[src/rtl/i2c_slave.sv]
// rtl/i2c_slave.sv - I2C target endpoint answering one 7-bit address with byte-wide rx/tx ports.
// Optional I2C_SLAVE_FILTER_EN adds a 3-sample majority filter on both pins.
module i2c_slave #(
    parameter logic [6:0] SLAVE_ADDR = 7'h2d
) (
    input  logic       clk,
    input  logic       rst,
    input  logic       sclk,
    input  logic       sda_in,
    output logic       sda_out,
    input  logic [7:0] tx_data,
    output logic       tx_req,
    output logic [7:0] rx_data,
    output logic       rx_valid,
    output logic       busy,
    output logic [2:0] state
);

    typedef enum logic [2:0] {
        IDLE     = 3'd0,
        ADDR     = 3'd1,
        ADDR_ACK = 3'd2,
        RX       = 3'd3,
        RX_ACK   = 3'd4,
        TX       = 3'd5,
        TX_ACK   = 3'd6
    } state_t;

    state_t     cur_st, nxt_st;
    logic [1:0] scl_sync, sda_sync;
    logic       scl_f, sda_f, scl_d, sda_d;

    always_ff @(posedge clk or negedge rst) begin
        if (!rst) begin
            scl_sync <= 2'b11;
            sda_sync <= 2'b11;
        end else begin
            scl_sync <= {scl_sync[0], sclk};
            sda_sync <= {sda_sync[0], sda_in};
        end
    end

`ifdef I2C_SLAVE_FILTER_EN
    logic [1:0] scl_hist, sda_hist;

    function automatic logic maj3(input logic a, input logic b, input logic c);
        return (a & b) | (a & c) | (b & c);
    endfunction

    always_ff @(posedge clk or negedge rst) begin
        if (!rst) begin
            scl_hist <= 2'b11;
            sda_hist <= 2'b11;
        end else begin
            scl_hist <= {scl_hist[0], scl_sync[1]};
            sda_hist <= {sda_hist[0], sda_sync[1]};
        end
    end

    // A level must be seen in two of the last three samples, so single-cycle pulses vanish.
    assign scl_f = maj3(scl_sync[1], scl_hist[0], scl_hist[1]);
    assign sda_f = maj3(sda_sync[1], sda_hist[0], sda_hist[1]);
`else
    assign scl_f = scl_sync[1];
    assign sda_f = sda_sync[1];
`endif

    always_ff @(posedge clk or negedge rst) begin
        if (!rst) begin
            scl_d <= 1'b1;
            sda_d <= 1'b1;
        end else begin
            scl_d <= scl_f;
            sda_d <= sda_f;
        end
    end

    logic scl_rise, scl_fall, start_ev, stop_ev;
    assign scl_rise = scl_f & ~scl_d;
    assign scl_fall = ~scl_f & scl_d;
    assign start_ev = scl_f & scl_d & sda_d & ~sda_f;
    assign stop_ev  = scl_f & scl_d & ~sda_d & sda_f;

    logic [7:0] shift_q, shift_n, rx_data_q, rx_data_n;
    logic [2:0] cnt_q, cnt_n;
    logic       done_q, done_n, rw_q, rw_n, mack_q, mack_n;
    logic       sda_q, sda_n, busy_q, busy_n, rx_valid_n;

    always_comb begin
        nxt_st     = cur_st;
        shift_n    = shift_q;
        cnt_n      = cnt_q;
        done_n     = done_q;
        rw_n       = rw_q;
        mack_n     = mack_q;
        sda_n      = sda_q;
        busy_n     = busy_q;
        rx_data_n  = rx_data_q;
        rx_valid_n = 1'b0;
        tx_req     = 1'b0;
        if (stop_ev) begin
            nxt_st = IDLE;
            sda_n  = 1'b1;
            busy_n = 1'b0;
        end else if (start_ev) begin
            nxt_st = ADDR;
            cnt_n  = 3'd0;
            done_n = 1'b0;
            sda_n  = 1'b1;
        end else begin
            case (cur_st)
                IDLE: ;
                ADDR, RX: begin
                    if (scl_rise) begin
                        shift_n = {shift_q[6:0], sda_f};
                        cnt_n   = cnt_q + 3'd1;
                        done_n  = (cnt_q == 3'd7);
                    end else if (scl_fall && done_q) begin
                        done_n = 1'b0;
                        if (cur_st == RX) begin
                            rx_data_n  = shift_q;
                            rx_valid_n = 1'b1;
                            sda_n      = 1'b0;
                            nxt_st     = RX_ACK;
                        end else if (shift_q[7:1] == SLAVE_ADDR) begin
                            sda_n  = 1'b0;
                            busy_n = 1'b1;
                            rw_n   = shift_q[0];
                            nxt_st = ADDR_ACK;
                        end else begin
                            sda_n  = 1'b1;
                            busy_n = 1'b0;
                            nxt_st = IDLE;
                        end
                    end
                end
                ADDR_ACK: begin
                    if (scl_fall) begin
                        cnt_n  = 3'd0;
                        done_n = 1'b0;
                        if (rw_q) begin
                            tx_req  = 1'b1;
                            shift_n = tx_data;
                            sda_n   = tx_data[7];
                            nxt_st  = TX;
                        end else begin
                            sda_n  = 1'b1;
                            nxt_st = RX;
                        end
                    end
                end
                RX_ACK: begin
                    if (scl_fall) begin
                        sda_n  = 1'b1;
                        nxt_st = RX;
                    end
                end
                TX: begin
                    // The fall after bit 0 has been on the wire for a full period hands SDA back.
                    if (scl_fall) begin
                        if (cnt_q == 3'd7) begin
                            sda_n  = 1'b1;
                            cnt_n  = 3'd0;
                            nxt_st = TX_ACK;
                        end else begin
                            shift_n = {shift_q[6:0], 1'b0};
                            sda_n   = shift_q[6];
                            cnt_n   = cnt_q + 3'd1;
                        end
                    end
                end
                TX_ACK: begin
                    if (scl_rise) begin
                        mack_n = sda_f;
                    end else if (scl_fall) begin
                        if (mack_q) begin
                            sda_n  = 1'b1;
                            busy_n = 1'b0;
                            nxt_st = IDLE;
                        end else begin
                            tx_req  = 1'b1;
                            shift_n = tx_data;
                            sda_n   = tx_data[7];
                            cnt_n   = 3'd0;
                            nxt_st  = TX;
                        end
                    end
                end
                default: nxt_st = IDLE;
            endcase
        end
    end

    always_ff @(posedge clk or negedge rst) begin
        if (!rst) begin
            cur_st <= IDLE;
        end else begin
            cur_st <= nxt_st;
        end
    end

    always_ff @(posedge clk or negedge rst) begin
        if (!rst) begin
            shift_q   <= 8'h00;
            cnt_q     <= 3'd0;
            done_q    <= 1'b0;
            rw_q      <= 1'b0;
            mack_q    <= 1'b1;
            sda_q     <= 1'b1;
            busy_q    <= 1'b0;
            rx_data_q <= 8'h00;
            rx_valid  <= 1'b0;
        end else begin
            shift_q   <= shift_n;
            cnt_q     <= cnt_n;
            done_q    <= done_n;
            rw_q      <= rw_n;
            mack_q    <= mack_n;
            sda_q     <= sda_n;
            busy_q    <= busy_n;
            rx_data_q <= rx_data_n;
            rx_valid  <= rx_valid_n;
        end
    end

    assign sda_out = sda_q;
    assign busy    = busy_q;
    assign rx_data = rx_data_q;
    assign state   = cur_st;

endmodule

[config.mk]
export PLATFORM = sky130hd
export DESIGN_NAME = i2c_slave
export DESIGN_NICKNAME = d
export VERILOG_FILES = /design/src/rtl/i2c_slave.sv
export SDC_FILE = /design/constraint.sdc
export NUM_CORES = 1
export LEC_CHECK = 0
export ABC_AREA = 0
export CAP_MARGIN = 20
export CORE_ASPECT_RATIO = 0.75
export CORE_MARGIN = 1
export CORE_UTILIZATION = 30
export CTS_BUF_LIST = sky130_fd_sc_hd__clkbuf_16
export CTS_CLUSTER_SIZE = 28
export DETAILED_ROUTE_END_ITERATION = 16
export GPL_TIMING_DRIVEN = 0
export HOLD_SLACK_MARGIN = 0.15
export PLACE_DENSITY = 0.48
export SYNTH_ARGS = -nofsm -noshare
export SYNTH_HDL_FRONTEND = slang
export SYNTH_SLANG_ARGS = --single-unit
[constraint.sdc]
create_clock -name clk -period 2.55 [get_ports clk]
set_input_delay 0.255 -clock clk [delete_from_list [all_inputs] [get_ports clk]]
set_output_delay 0.255 -clock clk [all_outputs]
set_load 0.02 [all_outputs]
; Word level (Yosys, flattened, before mapping)
; Index checks and enable logic that the tools add are counted.
[word_totals]
ff_bits = 34
latch_bits = 0
ramBits = 0
mem_bits_ro = 0
inputBits = 12
output_inout_bits = 15
wordCells = 163
memories = 0
[op_classes]
n_addsub = 1
mul = 0
div = 0
order_cmp = 0
eq_ne = 39
n_shift = 0
mux = 77
bitwise_logic = 15
n_reduce_logical = 17
[ops]
columns = cell, count
row1 = $mux 8, 8
row2 = $mux 3, 21
row3 = $mux 1, 40
row4 = $ne 3x3->1 const B, 13
row5 = $ne 4x4->1 const B, 9
row6 = $pmux 8 s4, 1
row7 = $reduce_and 8->1, 3
row8 = $pmux 3 s6, 1
row9 = $ne 2x2->1 const B, 8
row10 = $eq 3x3->1 const B, 4
row11 = $pmux 3 s4, 1
row12 = $reduce_and 11->1, 1
row13 = $reduce_and 9->1, 1
row14 = $not 1->1, 8
row15 = $reduce_and 4->1, 2
row16 = $and 1x1->1, 7
row17 = $eq 7x6->1 const B, 1
row18 = $reduce_and 7->1, 1
row19 = $reduce_bool 7->1, 1
row20 = $eq 3x2->1 const B, 2
row21 = $pmux 1 s2, 3
row22 = $reduce_and 6->1, 1
row23 = $reduce_bool 3->1, 2
row24 = $pmux 1 s5, 1
row25 = 9 further kinds, 9

; Depth between registers and ports, before layout
[depth]
word_depth = 8
mapped_depth = 7

; Worst setup path after synthesis
; OpenSTA, ideal clock, no wires.
[synth_path]
path_type = register to output
from = register cur_st[0], in the netlist state[0]
to = output tx_req
arrival_ns = 1.725
required_ns = 2.295
path_slack_ns = 0.570
stages_incl_launch_ff = 4
path_buffers = 1
cell_sequence = dfrtp_1 > or2b_4 > clkbuf_1 > nor4_1
[synth_via]
elab_chain_len = 4
elab_cells_between_ends = 5
[synth_rtl]
columns = element, line_no
row1 = "start, declared", 29  ; state_t cur_st, nxt_st;
row2 = "start signal, assigned", 198  ; cur_st <= nxt_st;
row3 = $eq 3x3->1 or $eq 3x2->1 (tied branches), 111  ; case (cur_st)
row4 = $pmux 1 s2 *, 111
row5 = $mux 1 *, 105  ; end else if (start_ev) begin
row6 = $mux 1 *, 101  ; if (stop_ev) begin
row7 = "end, declared", 12  ; output logic tx_req,
; Mark *: on every way between the ends. The rest lies on a longest branch, timed or not.

; Final worst setup path
; Same ends and word-level chain as after synthesis.

==> impl_metrics.py <==
metrics = {
    "outcome": {
        "status": "finished, final reports clean",
    },
    "floorplanning": {
        "die_w_um": 93.3,
        "io_pins": 27,
        "design.die.area_um2": 6580,
        "num_rows": 24,
        "start_util_pct": 31.7,
        "die_h_um": 70.5,
        "core_um2": 5920,
    },
    "synth": {
        "synthArstFlopShare_pct": 100,
        "syn_nets": 203,
        "synth_ff_type": "dfrtp_1",
        "synth_seq_area_share_pct": 45.9,
        "synth.area.top_cells": "dfrtp_1 35%, dfstp_2 11%, mux2_4 6.4%",
        "synth_edf_count": 0,
        "yosysMostFrequentCell": "nand2_1",
        "yosysWarnings": 0,
        "synth_top_area_share_pct": 34.7,
        "synth_area_per_cell_um2": 9.98,
        "synth_cell_types": 50,
        "postSynthCellCount": 188,
        "syn-cell-area_um2": 1880,
        "ys_ff_latch": 34,
        "synth_top_area_cell": "dfrtp_1",
        "yosys-top-cells-count": "32 x nand2_1, 26 x dfrtp_1, 9 x a21oi_1, 9 x mux2_2",
    },
    "min_path": {
        "hold_path.startpoint": "scl_sync[0]$_DFF_PN1_",
        "hp-class": "reg2reg",
    },
    "clock_network": {
        "cts_buffer_depth": 2,
        "clock_sinks": 34,
        "cts_setup_buffers": 0,
        "clkTransAtPathRegs_ns": 0.06,
        "cts_root_buf": "clkbuf_16",
        "cts_tree": "yes",
        "cts-htree-levels": 2,
        "cts_buffers": 5,
        "clkLatencyLatePin_ns": 0.28,
    },
    "setup_path": {
        "critical_path_class": "reg2out",
        "cp.arrival_ns": 2.11,
        "cp-end-kind": "output port",
        "critPathBufInv": 2,
        "reg2reg_from": "scl_d$_DFF_PN1_",
        "crit_required_ns": 2.30,
        "cp_cell_sequence": "or2b_4 > clkbuf_1 > nor4_1 > dlygate4sd2_1",
        "startpoint": "state[0]$_DFFE_PN0P_",
        "cpLargestDelayFamily": "simple AND/OR/NAND/NOR gates",
        "slowest_stage": "dfrtp_1",
        "critPathLaunchType": "register",
        "slowest_delay_ns": 0.48,
        "worst-path-max-fanout": 10,
    },
    "sta": {
        "hold_slack_ns": 0.355,
        "finalSetupViolCount": 0,
        "period_share_pct": 92.9,
        "fin_crit_ns": 2.37,
        "rsz0062_at_grt": "no",
        "maxSlewViolCount": 0,
        "hold_viol_final": 0,
        "tightest_slew_ns": 0.804,
        "slew_headroom_pct": 46.4,
        "fmax_mhz": 422,
        "fin_tns_setup_ns": 0,
        "finClkSkew_ns": 0.00375,
    },
    "layout": {
        "fillers": 585,
        "fin_cells": 301,
        "nets": 237,
        "layout.area.seq_um2": 861,
        "diodes": 0,
        "finish.utilization_pct": 40.2,
        "multi_input_area_um2": 937,
        "syn_to_final_growth_pct": 26.8,
        "drive_above_1_share_pct": 20.2,
    },
    "grt": {
        "grt_use_met2_pct": 20.5,
        "grt.busiest_layer": "met1",
        "grt-ovfl-total": 0,
        "grt_pass1_vias": 1432,
        "use_met3_pct": 3.92,
        "grt_pass1_wl_mm": 7.68,
        "grt_antenna_before_repair": 0,
        "grt_max_degree": 35,
        "grt_use_total_pct": 15.6,
        "grt_use_met1_pct": 24.9,
    },
    "place": {
        "dp_cells": 292,
        "detailed_place_hpwl_mm": 3.36,
        "gp_congestion": 0.867,
        "io_buffers": 26,
    },
    "detailed_routing": {
        "vias": 1526,
        "avgRoutedWirePerCell_um": 15.7,
        "drt_iter0_drc": 109,
        "dr.pass1.iters": 4,
        "vias_per_cell": 5.07,
        "drc": 0,
        "totalWireLength_mm": 4.73,
        "ant_nets": 0,
    },
    "pwr": {
        "p_leak_nw": 1.02,
        "ir_drop_v": 0.000318,
        "power_density_nw_per_um2": 533,
    },
    "job": {
        "cap_violations": 0,
    },
}
-- final timing paths --
path	endpoint	slack [ns]	depth (start not counted)
max	tx_req	0.18	4
min	scl_sync[1]$_DFF_PN1_	0.35	0
min in group asynchronous	rx_data[7]$_DFFE_PN0P_	0.61	2
max in group asynchronous	rx_data[5]$_DFFE_PN0P_	1.43	2
max reg2reg	rx_data[2]$_DFFE_PN0P_	0.37	4
min reg2reg	scl_sync[1]$_DFF_PN1_	0.35	0
-- worst register-to-register path, stage by stage, from the launching register on --
cell and delay, ns:
dfstp_2 0.55, nor2b_1 0.13, clkbuf_1 0.38, nand4_1 0.54, mux2_2 0.47
-- registers in the layout, summed over array words and instances, names as in the netlist, 2 cells and up --
register and cells:
scl_sync 2, state 3, rx_data 8, sda_sync 2, shift_q 8, cnt_q 3
-- per-layer routing --
metal  wire, µm  share of wire (%)
met3        369                7.8
met2       1900                 40
met5          0                  0
met4         18               0.38
met1       2450                 52
-- report_power, final --
part | total, mW | switching [mW] | internal, mW
combinational | 0.102 | 0.0526 | 0.0489
clock | 0.584 | 0.228 | 0.356
sequential | 0.581 | 0.0195 | 0.562
-- logic make-up (layout without fill, tap and decap cells) --
group | count (synthesis) | after routing | share of synthesized area, %
AOI/OAI and AO/OA | 40 | 40 | 14.7
xor gates and xnor gates | 1 | 1 | 0.467
adders and majority gates | 3 | 3 | 2.00
buffers and inverters | 17 | 52 | 4.14
DFF | 34 | 34 | 45.9
muxes | 19 | 19 | 12.9
and+or+nand+nor | 74 | 74 | 19.9
-- timing repair --
action / CTS / global route
setup endpoints to repair: 1 / 0
resized for setup: 1 / 0
endpoints found under the hold margin: 26 / 0
hold buffers: 1 / 0
-- cells in the final DEF, fill, tap and decap left out, types with 6 or more instances in the layout --
master           instances
mux2_2                   9
inv_1                    6
nor2_1                   8
o22ai_1                  6
clkbuf_1                 6
dfstp_2                  8
nand2_1                 32
nor2b_1                  7
o21ai_0                  7
dfrtp_1                 26
nand3_1                  7
clkdlybuf4s50_1         24
a21oi_1                  9
mux2_4                   8
-- per-stage QoR --
stage	setup slack, ns	power, mW	instance area, µm²
floorplan	0.570	0.643	1880
global placement	0.161	0.691	2230
detailed placement	0.177	0.692	2230
CTS	0.178	1.28	2380
global route	0.0797	1.32	2380
finish	0.182	1.27	2380
-- layout make-up --
cell class | instances | area share [%]
multi-input combinational | 137 | 39.4
sequential | 34 | 36.2
timing repair buffer | 27 | 11.1
clock buffer | 5 | 5.26
tap | 78 | 4.10
buffer | 10 | 2.16
inverter | 7 | 1.10
clock inverter | 3 | 0.684
(Power assumes the default switching activity.)
